### src/rtl/sha256_block_ctrl.sv
// sha256_block_ctrl: buffers 16-word blocks and sequences the SHA-256 message schedule.
// Defining SHA_CTRL_ABORT_EN adds the abort input and aborted output.
module sha256_block_ctrl #(
  parameter int BLOCK_WORDS = 16,
  parameter int ROUNDS      = 64,
  parameter int CNT_W       = 16
) (
  input  logic             clk,
  input  logic             reset,
  input  logic             start,
  input  logic             s_valid,
  input  logic [31:0]      s_data,
  input  logic             s_last,
`ifdef SHA_CTRL_ABORT_EN
  input  logic             abort,
  output logic             aborted,
`endif
  output logic             s_ready,
  output logic [31:0]      ms_data,
  output logic             ms_write_enable,
  output logic             ms_inner_busy,
  output logic             round_valid,
  output logic [5:0]       round_idx,
  output logic             first_block,
  output logic             block_done,
  output logic             msg_done,
  output logic             busy,
  output logic [CNT_W-1:0] blk_cnt
);

  localparam int WW = $clog2(BLOCK_WORDS + 1);
  localparam int IW = $clog2(BLOCK_WORDS);
  localparam int RW = $clog2(ROUNDS);
  localparam logic [WW-1:0] WORDS_N     = WW'(BLOCK_WORDS);
  localparam logic [WW-1:0] WORD_LAST   = WW'(BLOCK_WORDS - 1);
  localparam logic [RW-1:0] ROUND_LAST  = RW'(ROUNDS - 1);
  localparam logic [RW-1:0] LOAD_ROUNDS = RW'(BLOCK_WORDS);

  typedef enum logic [1:0] {ST_IDLE, ST_LOAD, ST_RUN, ST_FLUSH} state_t;

  state_t           state_q, state_d;
  logic [WW-1:0]    wcnt_q, wcnt_d;
  logic [RW-1:0]    rcnt_q, rcnt_d;
  logic             last_q, last_d;
  logic             first_q, first_d;
  logic [CNT_W-1:0] blk_cnt_q, blk_cnt_d;
  logic [31:0]      word_buf_q [BLOCK_WORDS];

  logic [31:0]      ms_data_q, ms_data_d;
  logic             ms_we_q, ms_we_d;
  logic             ms_busy_q, ms_busy_d;
  logic             round_valid_q, round_valid_d;
  logic [5:0]       round_idx_q, round_idx_d;
  logic             first_block_q, first_block_d;
  logic             block_done_q, block_done_d;
  logic             msg_done_q, msg_done_d;
  logic             busy_q, busy_d;

  logic kill;
  logic hs;

`ifdef SHA_CTRL_ABORT_EN
  logic aborted_q, aborted_d;
  assign kill    = abort && (state_q != ST_IDLE);
  assign aborted = aborted_q;
`else
  assign kill = 1'b0;
`endif

  // Ready depends only on state and word count, so a stalled host never sees it toggle.
  assign s_ready = (state_q == ST_LOAD) && (wcnt_q < WORDS_N);
  assign hs      = s_valid && s_ready && !kill;

  // State register
  always_ff @(posedge clk) begin
    // NOTE: sequential state uses non-blocking assignments so every flop samples pre-edge values.
    if (!reset) begin
      state_q       <= ST_IDLE;
      wcnt_q        <= '0;
      rcnt_q        <= '0;
      last_q        <= 1'b0;
      first_q       <= 1'b0;
      blk_cnt_q     <= '0;
      ms_data_q     <= '0;
      ms_we_q       <= 1'b0;
      ms_busy_q     <= 1'b0;
      round_valid_q <= 1'b0;
      round_idx_q   <= '0;
      first_block_q <= 1'b0;
      block_done_q  <= 1'b0;
      msg_done_q    <= 1'b0;
      busy_q        <= 1'b0;
`ifdef SHA_CTRL_ABORT_EN
      aborted_q     <= 1'b0;
`endif
    end else begin
      state_q       <= state_d;
      wcnt_q        <= wcnt_d;
      rcnt_q        <= rcnt_d;
      last_q        <= last_d;
      first_q       <= first_d;
      blk_cnt_q     <= blk_cnt_d;
      ms_data_q     <= ms_data_d;
      ms_we_q       <= ms_we_d;
      ms_busy_q     <= ms_busy_d;
      round_valid_q <= round_valid_d;
      round_idx_q   <= round_idx_d;
      first_block_q <= first_block_d;
      block_done_q  <= block_done_d;
      msg_done_q    <= msg_done_d;
      busy_q        <= busy_d;
`ifdef SHA_CTRL_ABORT_EN
      aborted_q     <= aborted_d;
`endif
    end
  end

  // NOTE: the word buffer has no reset; its contents are always rewritten before they are read.
  always_ff @(posedge clk) begin
    if (hs) word_buf_q[wcnt_q[IW-1:0]] <= s_data;
  end

  // Next-state logic
  always_comb begin
    // NOTE: every variable gets a default first so no path leaves it unassigned (no latches).
    state_d   = state_q;
    wcnt_d    = wcnt_q;
    rcnt_d    = rcnt_q;
    last_d    = last_q;
    first_d   = first_q;
    blk_cnt_d = blk_cnt_q;
    unique case (state_q)
      ST_IDLE: begin
        if (start) begin
          state_d   = ST_LOAD;
          wcnt_d    = '0;
          blk_cnt_d = '0;
          first_d   = 1'b1;
          last_d    = 1'b0;
        end
      end
      ST_LOAD: begin
        if (hs) begin
          wcnt_d = wcnt_q + 1'b1;
          if (wcnt_q == WORD_LAST) begin
            last_d  = s_last;
            rcnt_d  = '0;
            state_d = ST_RUN;
          end
        end
      end
      ST_RUN: begin
        rcnt_d = rcnt_q + 1'b1;
        if (rcnt_q == ROUND_LAST) begin
          rcnt_d  = '0;
          state_d = ST_FLUSH;
          // Counted on entry so blk_cnt moves in the same cycle block_done is shown.
          if (blk_cnt_q != '1) blk_cnt_d = blk_cnt_q + 1'b1;
        end
      end
      ST_FLUSH: begin
        if (last_q) begin
          state_d = ST_IDLE;
        end else begin
          first_d = 1'b0;
          wcnt_d  = '0;
          state_d = ST_LOAD;
        end
      end
    endcase
    if (kill) begin
      state_d   = ST_IDLE;
      blk_cnt_d = blk_cnt_q;
    end
  end

  // Output logic: registered outputs are computed from the next state so they align with it.
  always_comb begin
    ms_busy_d     = (state_d == ST_RUN);
    ms_we_d       = ms_busy_d && (rcnt_d < LOAD_ROUNDS);
    ms_data_d     = ms_we_d ? word_buf_q[rcnt_d[IW-1:0]] : '0;
    round_valid_d = (ms_busy_d && (rcnt_d != '0)) || (state_d == ST_FLUSH);
    round_idx_d   = '0;
    if (state_d == ST_FLUSH)             round_idx_d = 6'(ROUND_LAST);
    else if (ms_busy_d && rcnt_d != '0) round_idx_d = 6'(rcnt_d - RW'(1));
    first_block_d = first_d && ((state_d == ST_RUN) || (state_d == ST_FLUSH));
    block_done_d  = (state_d == ST_FLUSH);
    msg_done_d    = block_done_d && last_d;
    busy_d        = (state_d != ST_IDLE);
`ifdef SHA_CTRL_ABORT_EN
    aborted_d     = kill;
`endif
  end

  assign ms_data         = ms_data_q;
  assign ms_write_enable = ms_we_q;
  assign ms_inner_busy   = ms_busy_q;
  assign round_valid     = round_valid_q;
  assign round_idx       = round_idx_q;
  assign first_block     = first_block_q;
  assign block_done      = block_done_q;
  assign msg_done        = msg_done_q;
  assign busy            = busy_q;
  assign blk_cnt         = blk_cnt_q;

endmodule

### config.mk
export PLATFORM = sky130hd
export DESIGN_NAME = sha256_block_ctrl
export DESIGN_NICKNAME = d
export VERILOG_FILES = /design/src/rtl/sha256_block_ctrl.sv
export SDC_FILE = /design/constraint.sdc
export NUM_CORES = 1
export LEC_CHECK = 0
export CAP_MARGIN = 20
export CORE_MARGIN = 8
export CORE_UTILIZATION = 60
export CTS_CLUSTER_DIAMETER = 50
export DETAILED_ROUTE_END_ITERATION = 10
export GPL_TIMING_DRIVEN = 1
export PLACE_DENSITY = 0.9
export SETUP_SLACK_MARGIN = 0.02
export SKIP_CTS_REPAIR_TIMING = 1
export SYNTH_ARGS = -nofsm -noshare
export SYNTH_HDL_FRONTEND = slang
export SYNTH_SLANG_ARGS = --single-unit
### constraint.sdc
create_clock -name clk -period 5.5 [get_ports clk]
set_clock_uncertainty 0.2 [all_clocks]
set_input_delay 0.55 -clock clk [delete_from_list [all_inputs] [get_ports clk]]
set_output_delay 0.55 -clock clk [all_outputs]
set_load 0.01 [all_outputs]
==> results of run 1 <==
-- state kept, by name, indices dropped and copies added, names as in the netlist, 2 cells and up --
name / flops
word_buf_q: 512
ms_data: 32
blk_cnt: 16
rcnt_q: 6
round_idx: 6
wcnt_q: 5
state_q: 2
-- worst max path at each step --
stage                               start                          to  slack (ps)
finish              state_q[0]$_SDFF_PN0_      ms_data[23]$_SDFF_PN0_        1550
global route        state_q[0]$_SDFF_PN0_      ms_data[28]$_SDFF_PN0_        1290
CTS                 state_q[0]$_SDFF_PN0_      ms_data[12]$_SDFF_PN0_        1500
detailed placement                s_valid      ms_data[25]$_SDFF_PN0_        1550
global placement                  s_valid      ms_data[25]$_SDFF_PN0_        1630
floorplan           state_q[1]$_SDFF_PN0_  word_buf_q[3][0]$_DFFE_PP_        1400
-- layout make-up --
cell class              count  area, µm²  area share, %
flip-flops and latches    588      16900          65.19
multi-input cells         458       5284          20.39
clock buffers              70       1474          5.687
repair buffers            130       1271          4.905
well taps                 474      593.1          2.288
clock inverters            34      352.8          1.361
inverters                  11      41.29         0.1593
diodes                      2      5.005        0.01931
-- per-stage QoR --
step,cell area (µm²),total power [W],hold WS [ps],worst slack (ps),instances
6_report,25920,0.008957,288.3,1551,1767
5_1_grt,25910,0.009160,314.3,1292,1766
4_1_cts,25910,0.008983,288.2,1504,1765
3_5_place_dp,24090,0.005179,272.4,1546,1661
3_3_place_gp,24090,0.005159,263.8,1632,1661
2_1_floorplan,22460,0.005071,245.3,1398,1107
-- synth_stat cells, types with 12 or more instances --
library cell / number
a21oi_1: 15
buf_2: 20
dfxtp_1: 76
edfxtp_1: 512
ha_1: 12
mux2i_1: 68
mux4_2: 128
nand2_1: 29
nand3_1: 12
nor2_1: 50
nor3_1: 12
o22ai_1: 32
-- layer usage --
layer / vias up / global-route usage [%] / wire length (µm)
met4: 2 / 10.13 / 2102
met3: 143 / 4.982 / 4435
met5: - / 0 / 11
li1: 4814 / - / -
met2: 667 / 40.84 / 26930
met1: 6024 / 29.41 / 19240
-- power by group --
group	internal (W)	total, W	switching (W)
sequential	0.00487	0.00488	0.00000960
clock	0.00219	0.00387	0.00167
combinational	0.0000721	0.000215	0.000143
-- cell families (layout without fill, tap and decap cells) --
| logic type | after synthesis | count (layout) | share of synthesized area (%) |
|---|---|---|---|
| buffers and inverters | 61 | 245 | 1.794 |
| multiplexers | 196 | 196 | 15.86 |
| AND/OR/NAND/NOR | 153 | 153 | 3.459 |
| flip-flops | 588 | 588 | 75.22 |
| other | 0 | 2 | 0 |
| AO/OA/AOI/OAI | 85 | 85 | 2.523 |
| XOR/XNOR | 12 | 12 | 0.4679 |
| adder cells (fa/ha/maj) | 12 | 12 | 0.6684 |
-- worst max-delay path, cell delays in order (launching register included) --
cell and delay [ps]:
dfxtp_1 440, inv_1 130, ha_1 470, nand4b_1 150, and2_1 270, a22oi_4 730, buf_4 500, mux4_2 570
mux2i_1 210, o22ai_1 110
==> results.md, run 1 <==
* GRT overflow at 0
* Worst reg-to-reg path cell count at 9
* Power density cells at 345.6 mW/mm²
* Post-synthesis cell type count at 62
* Critical Path RT at 5760 ps
* Row count at 71
* Initial DRC count at 1,150
* Initial antenna violation count at 2
* DRT Wirelength at 52.72 mm
* Post-synthesis cell count at 1,107
* Total CTS buffers at 56
* Largest net degree at the start of global routing at 64
* Worst Setup Start Kind: flop
* Worst vdd ir at 0.3258 mV
* Synthesized net count at 1,156
* Hold path endpoint: first_q$_SDFF_PN0_
* Layout cells sized above 1 at 20.68%
* Flop2flop setup slack at 1550 ps
* Most common cell after layout, fill and taps aside: edfxtp_1
* Endpoints failing setup at 0
* Initial Util at 60.20%
* Reg clk slew, reported paths at 60 ps
* Hold Path Stages at 2
* Reg-to-reg endpoint: ms_data[23]$_SDFF_PN0_
* Max Fclk at 253.3 MHz
* TritonCTS clock tree: built
* CP Data Arrival Time at 4210 ps
* Vias/cell at 6.593
* All-Layer GR Usage at 23.87%
* CP Max Fanout at 21
* Yosys warnings at 0
* Clock Sinks at 588
* Via count at 11,650
* Status: finished clean
* I/O Pins at 99
* Hold Path Class: flop to flop
* Filler Cell Count at 2,117
* EDFF count, synth at 512
* Vias in the first global route at 12,010
* R2r startpoint: state_q[0]$_SDFF_PN0_
* Die width at 209.5 µm
* H-tree depth at 2
* Min Tclk post-route at 3949 ps
* Worst skew pair latency at 620 ps
* Crit end category: flop
* Main flop type after synthesis: edfxtp_1
* Critical path class: flop to flop
* Die ar. at 0.04388 mm²
* Maximum clock insertion buffer count at 3
* DR DRC count at 0
* Mapped Avg Cell Area at 20.29 µm²
* #FFs+latches synth at 588
* # Max-Cap Violations at 0
* Min-delay src: first_q$_SDFF_PN0_
* RSZ-0062 raised after global routing: no
* Post-synthesis sequential area ratio at 75.22%
* Core footprint at 0.03731 mm²
* Final core utilization at 69.46%
* Die H at 209.5 µm
* Detail Placement HPWL at 27.99 mm
* Leak at 8.706 nW
* Final Hold Fails at 0
* Drt first pass iters at 5
* Post-layout net count at 1,294
* PortBufs at 98
* Detail Route Antenna Nets at 0
* Routed WL per cell at 29.84 µm
* Final period util at 71.79%
* Area contributors post-synth: edfxtp_1 68%, mux4_2 13%, dfxtp_1 6.8%
* Pins over their slew limit at 0
* Global placement routability congestion at 0.8449
* Worst slew pin tran at 1127 ps
* Relative slew slack at 24.71%
* Most frequent cells in the layout: 512 x edfxtp_1, 128 x mux4_2, 98 x clkdlybuf4s50_1
* Root Buffer: clkbuf_16
* P&R area growth vs syn at 15.39%
* Setup TNS at 0 ps
* Yosys top cell area share at 68.45%
* Post-synth ARST share at 0%
* First-pass GRT wire length at 77.20 mm
* Cell taking the most area after synthesis: edfxtp_1
* Synth Cell Area at 0.02246 mm²
No activity file was read; power rests on OpenSTA's default activity.
==> run 2, diff against run 1 <==
--- a/config.mk
+++ b/config.mk
@@ -7,11 +7,11 @@
 export LEC_CHECK = 0
 export CAP_MARGIN = 20
 export CORE_MARGIN = 8
-export CORE_UTILIZATION = 60
+export CORE_UTILIZATION = 54
 export CTS_CLUSTER_DIAMETER = 50
 export DETAILED_ROUTE_END_ITERATION = 10
 export GPL_TIMING_DRIVEN = 1
-export PLACE_DENSITY = 0.9
+export PLACE_DENSITY = 0.86
 export SETUP_SLACK_MARGIN = 0.02
 export SKIP_CTS_REPAIR_TIMING = 1
 export SYNTH_ARGS = -nofsm -noshare
==> constraint.sdc (replaced) <==
create_clock -name clk -period 3.5 [get_ports clk]
set_clock_uncertainty 0.2 [all_clocks]
set_input_delay 0.35 -clock clk [delete_from_list [all_inputs] [get_ports clk]]
set_output_delay 0.35 -clock clk [all_outputs]
set_load 0.01 [all_outputs]
==> run 2 against run 1 <==
Compared with the run above:
- combinational power is 59% higher
- largest power group unchanged
- fmax increased by 19%
- non-clock buffer count grew 17
- setup slack worse by 1400 ps
- critical path depth rose by 2
- cell count rose by 4.5%
- clock power is 69% higher
- total power is 62% higher
==> results.md, run 2 (synthesis gave the netlist of run 1 again) <==
* Final Hold Fails at 0 (unchanged)
* Critical Path RT at 3780 ps (-1980 ps)
* Row count at 74 (+4.2%)
* R2r startpoint: wcnt_q[1]$_SDFFE_PN0P_
* Clock Sinks at 588 (unchanged)
* Crit end category: flop
* Status: finished clean
* Min Tclk post-route at 3312 ps (-636.2 ps)
* Metal2 WL at 25.63 mm (-4.8%)
* Initial antenna violation count at 0 (-2)
* Total CTS buffers at 58 (+3.6%)
* Final core utilization at 65.18% (-4.3 points)
* Layout cells sized above 1 at 22.75% (+2.1 points)
* Routed WL per cell at 27.48 µm (-7.9%)
* Pins over their slew limit at 0 (unchanged)
* Met1 wire length at 19.02 mm (-1.2%)
* Reg clk slew, reported paths at 60 ps (about the same)
* GRT overflow at 0 (unchanged)
* Hold Path Class: input pin to flop
* Met3 WL at 4.402 mm (-0.74%)
* Final period util at 94.64% (+23 points)
* Relative slew slack at 44.53% (+20 points)
* DR DRC count at 0 (unchanged)
* Detail Route Antenna Nets at 0 (unchanged)
* Post-layout net count at 1,313 (+1.5%)
* Worst reg-to-reg path cell count at 11 (+2)
* Comb power frac at 2.3% (about the same)
* Uppermost layer routed: met4
* Vias/cell at 6.258 (-5.1%)
* All-Layer GR Usage at 21.03% (-2.8 points)
* Net Sw Frac at 19.95% (-0.42 points)
* I/O Pins at 99 (unchanged)
* Root Buffer: clkbuf_16
* Reg-to-reg endpoint: ms_data[4]$_SDFF_PN0_
* Worst Setup Start Kind: flop
* CP Data Arrival Time at 3590 ps (-620 ps)
* CP Max Fanout at 20 (-4.8%)
* Power density cells at 545.6 mW/mm² (+58%)
* TritonCTS clock tree: built
* Die width at 220.0 µm (+5.0%)
* Drt first pass iters at 7 (+2)
* Detail Placement HPWL at 26.47 mm (-5.4%)
* Switching component of the power at 0.002903 W (+59%)
* Vias in the first global route at 11,870 (-1.2%)
* Via count at 11,560 (-0.79%)
* Worst slew pin tran at 827.0 ps (-299.7 ps)
* Max Fclk at 301.9 MHz (+19%)
* PortBufs at 98 (unchanged)
* P_int at 0.01165 W (+63%)
* Endpoints failing setup at 0 (unchanged)
* Hold Path Stages at 3 (+1)
* Leak at 8.986 nW (+3.2%)
* Worst vdd ir at 0.4288 mV (+32%)
* Worst skew pair latency at 620 ps (about the same)
* Global placement routability congestion at 0.8273 (-2.1%)
* Flip-flop count of the largest register after layout at 512 (unchanged)
* Most frequent cells in the layout: 512 x edfxtp_1, 128 x mux4_2, 98 x clkdlybuf4s50_1
* Initial DRC count at 1,357 (+18%)
* DRT Wirelength at 50.75 mm (-3.7%)
* Initial Util at 54.89% (-5.3 points)
* Setup TNS at 0 ps (unchanged)
* P&R area growth vs syn at 18.76%
* RSZ-0062 raised after global routing: no
* Die ar. at 0.04838 mm² (+10%)
* Pre-CTS WS at 4.604 ps (-1542 ps)
* Die H at 220.0 µm (+5.0%)
* Seq pwr share at 52.6% (-1.8 points)
* # Max-Cap Violations at 0 (unchanged)
* H-tree depth at 2 (unchanged)
* Most common cell after layout, fill and taps aside: edfxtp_1
* Critical path class: flop to flop
* Core footprint at 0.04092 mm² (+9.7%)
* Part of the power in the clock network at 45.0% (+1.8 points)
* Setup ws final at 187.6 ps (-1364 ps)
* First-pass GRT wire length at 75.18 mm (-2.6%)
* Hold path endpoint: wcnt_q[4]$_SDFFE_PN0P_
* Min-delay src: s_valid
* Flop2flop setup slack at 190 ps (-1360 ps)
* Maximum clock insertion buffer count at 3 (unchanged)
* Largest net degree at the start of global routing at 56 (-13%)
run 2: cell type report:
class | count | area, µm²
flip-flops and latches | 588 | 16900
fillers | 2537 | 14250
multi-input cells | 458 | 5311
repair buffers | 147 | 1720
clock buffers | 78 | 1628
well taps | 532 | 665.6
clock inverters | 32 | 407.9
inverters | 11 | 41.29
diodes | 1 | 2.502
run 2: worst max-delay path by stage:
stage                            from                     endpoint  slack (ps)  cells past startpoint
2_1_floorplan   state_q[1]$_SDFF_PN0_  word_buf_q[11][0]$_DFFE_PP_         250                      7
3_3_place_gp    state_q[0]$_SDFF_PN0_        ms_data[9]$_SDFF_PN0_         230                     10
3_5_place_dp    state_q[0]$_SDFF_PN0_        ms_data[7]$_SDFF_PN0_           5                     10
4_1_cts         state_q[0]$_SDFF_PN0_        ms_data[7]$_SDFF_PN0_          20                     10
5_1_grt        wcnt_q[1]$_SDFFE_PN0P_        ms_data[1]$_SDFF_PN0_          20                     11
6_report       wcnt_q[1]$_SDFFE_PN0P_        ms_data[4]$_SDFF_PN0_         190                     11
run 2: worst max-delay path, stage by stage (launching register included):
cell,delay (ps)
dfxtp_1,420
ha_1,230
and3_1,170
ha_1,190
nand4b_1,130
and2_1,270
a22oi_4,250
buf_12,220
buf_12,220
mux4_2,550
mux2i_1,170
o22ai_1,120
run 2: power by group through the flow:
stage	Clock (W)	Sequential (W)	Combinational (W)
2_1_floorplan	0	0.00781	0.000158
3_3_place_gp	0	0.00781	0.000309
3_5_place_dp	0	0.00781	0.000331
4_1_cts	0.00663	0.00766	0.000336
5_1_grt	0.00693	0.00766	0.000367
6_report	0.00655	0.00766	0.000341
run 2: metrics by stage:
stage / cells / total power (W) / hold slack [ps] / instance area, µm²
2_1_floorplan: 1107 / 0.007967 / 245.3 / 22480
3_3_place_gp: 1733 / 0.008116 / 269.2 / 24560
3_5_place_dp: 1733 / 0.008142 / 279.2 / 24560
4_1_cts: 1843 / 0.01463 / 232.2 / 26600
5_1_grt: 1846 / 0.01495 / 278.2 / 26670
6_report: 1847 / 0.01455 / 282.0 / 26680
run 2: layer usage:
layer,up-vias,track usage (%)
met3,117,4.827
met5,-,0
met2,620,34.92
li1,4870,-
met4,0,7.976
met1,5951,26.93
==> run 3, diff against run 2 <==
--- a/config.mk
+++ b/config.mk
@@ -12,6 +12,7 @@
 export DETAILED_ROUTE_END_ITERATION = 10
 export GPL_TIMING_DRIVEN = 1
 export PLACE_DENSITY = 0.86
+export RECOVER_POWER = 50
 export SETUP_SLACK_MARGIN = 0.02
 export SKIP_CTS_REPAIR_TIMING = 1
 export SYNTH_ARGS = -nofsm -noshare
==> run 3 against run 2 <==
Compared with the run above:
- first-iteration DRC count down 2.9%
- largest cell class unchanged
- clock power about the same
- cell count about the same
- wire length about the same
- critical path depth unchanged
- highest routed layer is now met5
- flip-flop and latch count unchanged
- non-clock buffer count unchanged
- combinational power down 3%
==> results.md, run 3 (synthesis gave the netlist of run 1 again) <==
* Critical Path RT at 3780 ps (about the same)
* Initial DRC count at 1,317 (-2.9%)
* All-Layer GR Usage at 21.03% (unchanged)
* # Max-Cap Violations at 0 (unchanged)
* WHS at 283.8 ps (+1.814 ps)
* TritonCTS clock tree: built
* Detail Route Antenna Nets at 0 (unchanged)
* Metal2 WL at 25.58 mm (-0.19%)
* Clock Sinks at 588 (unchanged)
* Maximum clock insertion buffer count at 3 (unchanged)
* Worst skew pair latency at 620 ps (about the same)
* Pins over their slew limit at 0 (unchanged)
* End of the critical path: ms_data[4]$_SDFF_PN0_
* H-tree depth at 2 (unchanged)
* Vias/cell at 6.255 (about the same)
* GRT overflow at 0 (unchanged)
* Relative slew slack at 45.53% (+1.0 points)
* Vias in the first global route at 11,870 (unchanged)
* Flip-flop count of the largest register after layout at 512 (unchanged)
* Worst vdd ir at 0.4245 mV (-1.0%)
* RSZ-0062 raised after global routing: no
* Row count at 74 (unchanged)
* Routed WL per cell at 27.48 µm (about the same)
* Layout cells sized above 1 at 22.60% (-0.15 points)
* Worst Setup Start Kind: flop
* Most common cell after layout, fill and taps aside: edfxtp_1
* Endpoints failing setup at 0 (unchanged)
* Part of the power in the clock network at 45.0% (about the same)
* Flop2flop setup slack at 200 ps (+20 ps)
* Reg-to-reg endpoint: ms_data[4]$_SDFF_PN0_
* Hold Path Class: input pin to flop
* Switching component of the power at 0.002901 W (about the same)
* Worst reg-to-reg path cell count at 11 (unchanged)
* Post-layout net count at 1,313 (unchanged)
* I/O Pins at 99 (unchanged)
* PortBufs at 98 (unchanged)
* Die width at 220.0 µm (unchanged)
* Via count at 11,560 (+0.017%)
* P&R area growth vs syn at 18.74% (about the same)
* Total CTS buffers at 58 (unchanged)
* Comb power frac at 2.3% (about the same)
* Seq pwr share at 52.7% (about the same)
* Root Buffer: clkbuf_16
* DR DRC count at 0 (unchanged)
* Net Sw Frac at 19.95% (about the same)
* Largest net degree at the start of global routing at 56 (unchanged)
* CP Max Fanout at 20 (unchanged)
* Initial antenna violation count at 4 (+4)
* P_int at 0.01164 W (about the same)
* Uppermost layer routed: met5
* Initial Util at 54.89% (unchanged)
* Most frequent cells in the layout: 512 x edfxtp_1, 128 x mux4_2, 93 x dlygate4sd3_1
* First-pass GRT wire length at 75.18 mm (unchanged)
* R2r startpoint: wcnt_q[1]$_SDFFE_PN0P_
* Leak at 9.209 nW (+2.5%)
* Power density cells at 545.2 mW/mm² (about the same)
* Reg clk slew, reported paths at 60 ps (about the same)
* Final period util at 94.16% (-0.47 points)
* DRT Wirelength at 50.79 mm (about the same)
* Met3 WL at 4.307 mm (-2.2%)
* Filler Cell Count at 2,540 (+0.12%)
* Detail Placement HPWL at 26.47 mm (unchanged)
* Global placement routability congestion at 0.8273 (unchanged)
* Critical path class: flop to flop
* Drt first pass iters at 5 (-2)
* Setup TNS at 0 ps (unchanged)
* Die H at 220.0 µm (unchanged)
* Max Fclk at 303.4 MHz (+0.50%)
* Final Hold Fails at 0 (unchanged)
* CP Data Arrival Time at 3580 ps (about the same)
* Status: finished clean
* Min Tclk post-route at 3296 ps (-16.59 ps)
* Die ar. at 0.04838 mm² (unchanged)
* Crit end category: flop
* Core footprint at 0.04092 mm² (unchanged)
* CP Launch Point: wcnt_q[1]$_SDFFE_PN0P_
* Met1 wire length at 19.05 mm (+0.19%)
* Worst slew pin tran at 812.2 ps (-14.84 ps)
[run 3: how the worst min path moves through the flow]
stage | start | endpoint | depth (start not counted)
4_1_cts | s_valid | wcnt_q[4]$_SDFFE_PN0P_ | 3
5_1_grt | s_valid | wcnt_q[4]$_SDFFE_PN0P_ | 3
6_report | s_valid | wcnt_q[4]$_SDFFE_PN0P_ | 3
3_5_place_dp | first_q$_SDFF_PN0_ | first_q$_SDFF_PN0_ | 2
3_3_place_gp | first_q$_SDFF_PN0_ | first_q$_SDFF_PN0_ | 2
2_1_floorplan | first_q$_SDFF_PN0_ | first_q$_SDFF_PN0_ | 2
[run 3: per-layer routing]
metal	up-vias	track usage [%]
met2	611	34.92
met4	4	7.976
li1	4873	-
met5	-	0
met1	5942	26.93
met3	130	4.827
[run 3: stage by stage]
step | instance area (µm²) | total power, W | setup WS, ps | util [%] | instances
final | 26670 | 0.01454 | 204.2 | 65.17 | 1848
after global routing | 26670 | 0.01494 | 15.28 | 65.16 | 1846
after CTS | 26600 | 0.01463 | 15.74 | 65.00 | 1843
after detailed placement | 24560 | 0.008142 | 4.604 | 60.02 | 1733
after global placement | 24560 | 0.008116 | 228.4 | 60.02 | 1733
after floorplan | 22480 | 0.007967 | 252.9 | - | 1107
[run 3: power groups by stage]
stage	clock network (W)	logic, W	registers (W)
floorplan	0	0.000158	0.00781
global placement	0	0.000309	0.00781
detailed placement	0	0.000331	0.00781
CTS	0.00663	0.000336	0.00766
global route	0.00693	0.000358	0.00766
finish	0.00655	0.000332	0.00766
[run 3: area by class of cell]
class	count	area (µm²)	area share, %
Tap cell	532	665.6	2.496
Clock inverter	32	407.9	1.529
Sequential cell	588	16900	63.36
Antenna cell	2	5.005	0.01876
Multi-Input combinational cell	458	5309	19.90
Timing Repair Buffer	147	1717	6.436
Clock buffer	78	1628	6.103
Inverter	11	41.29	0.1548
[run 3: worst max-delay path, cell delays in order (launching register included)]
cell and delay [ps]:
dfxtp_1 420, ha_1 220, and3_1 160, ha_1 190, nand4b_1 140, and2_1 270, a22oi_4 250, buf_12 220
buf_12 220, mux4_2 550, mux2i_1 170, o22ai_1 120
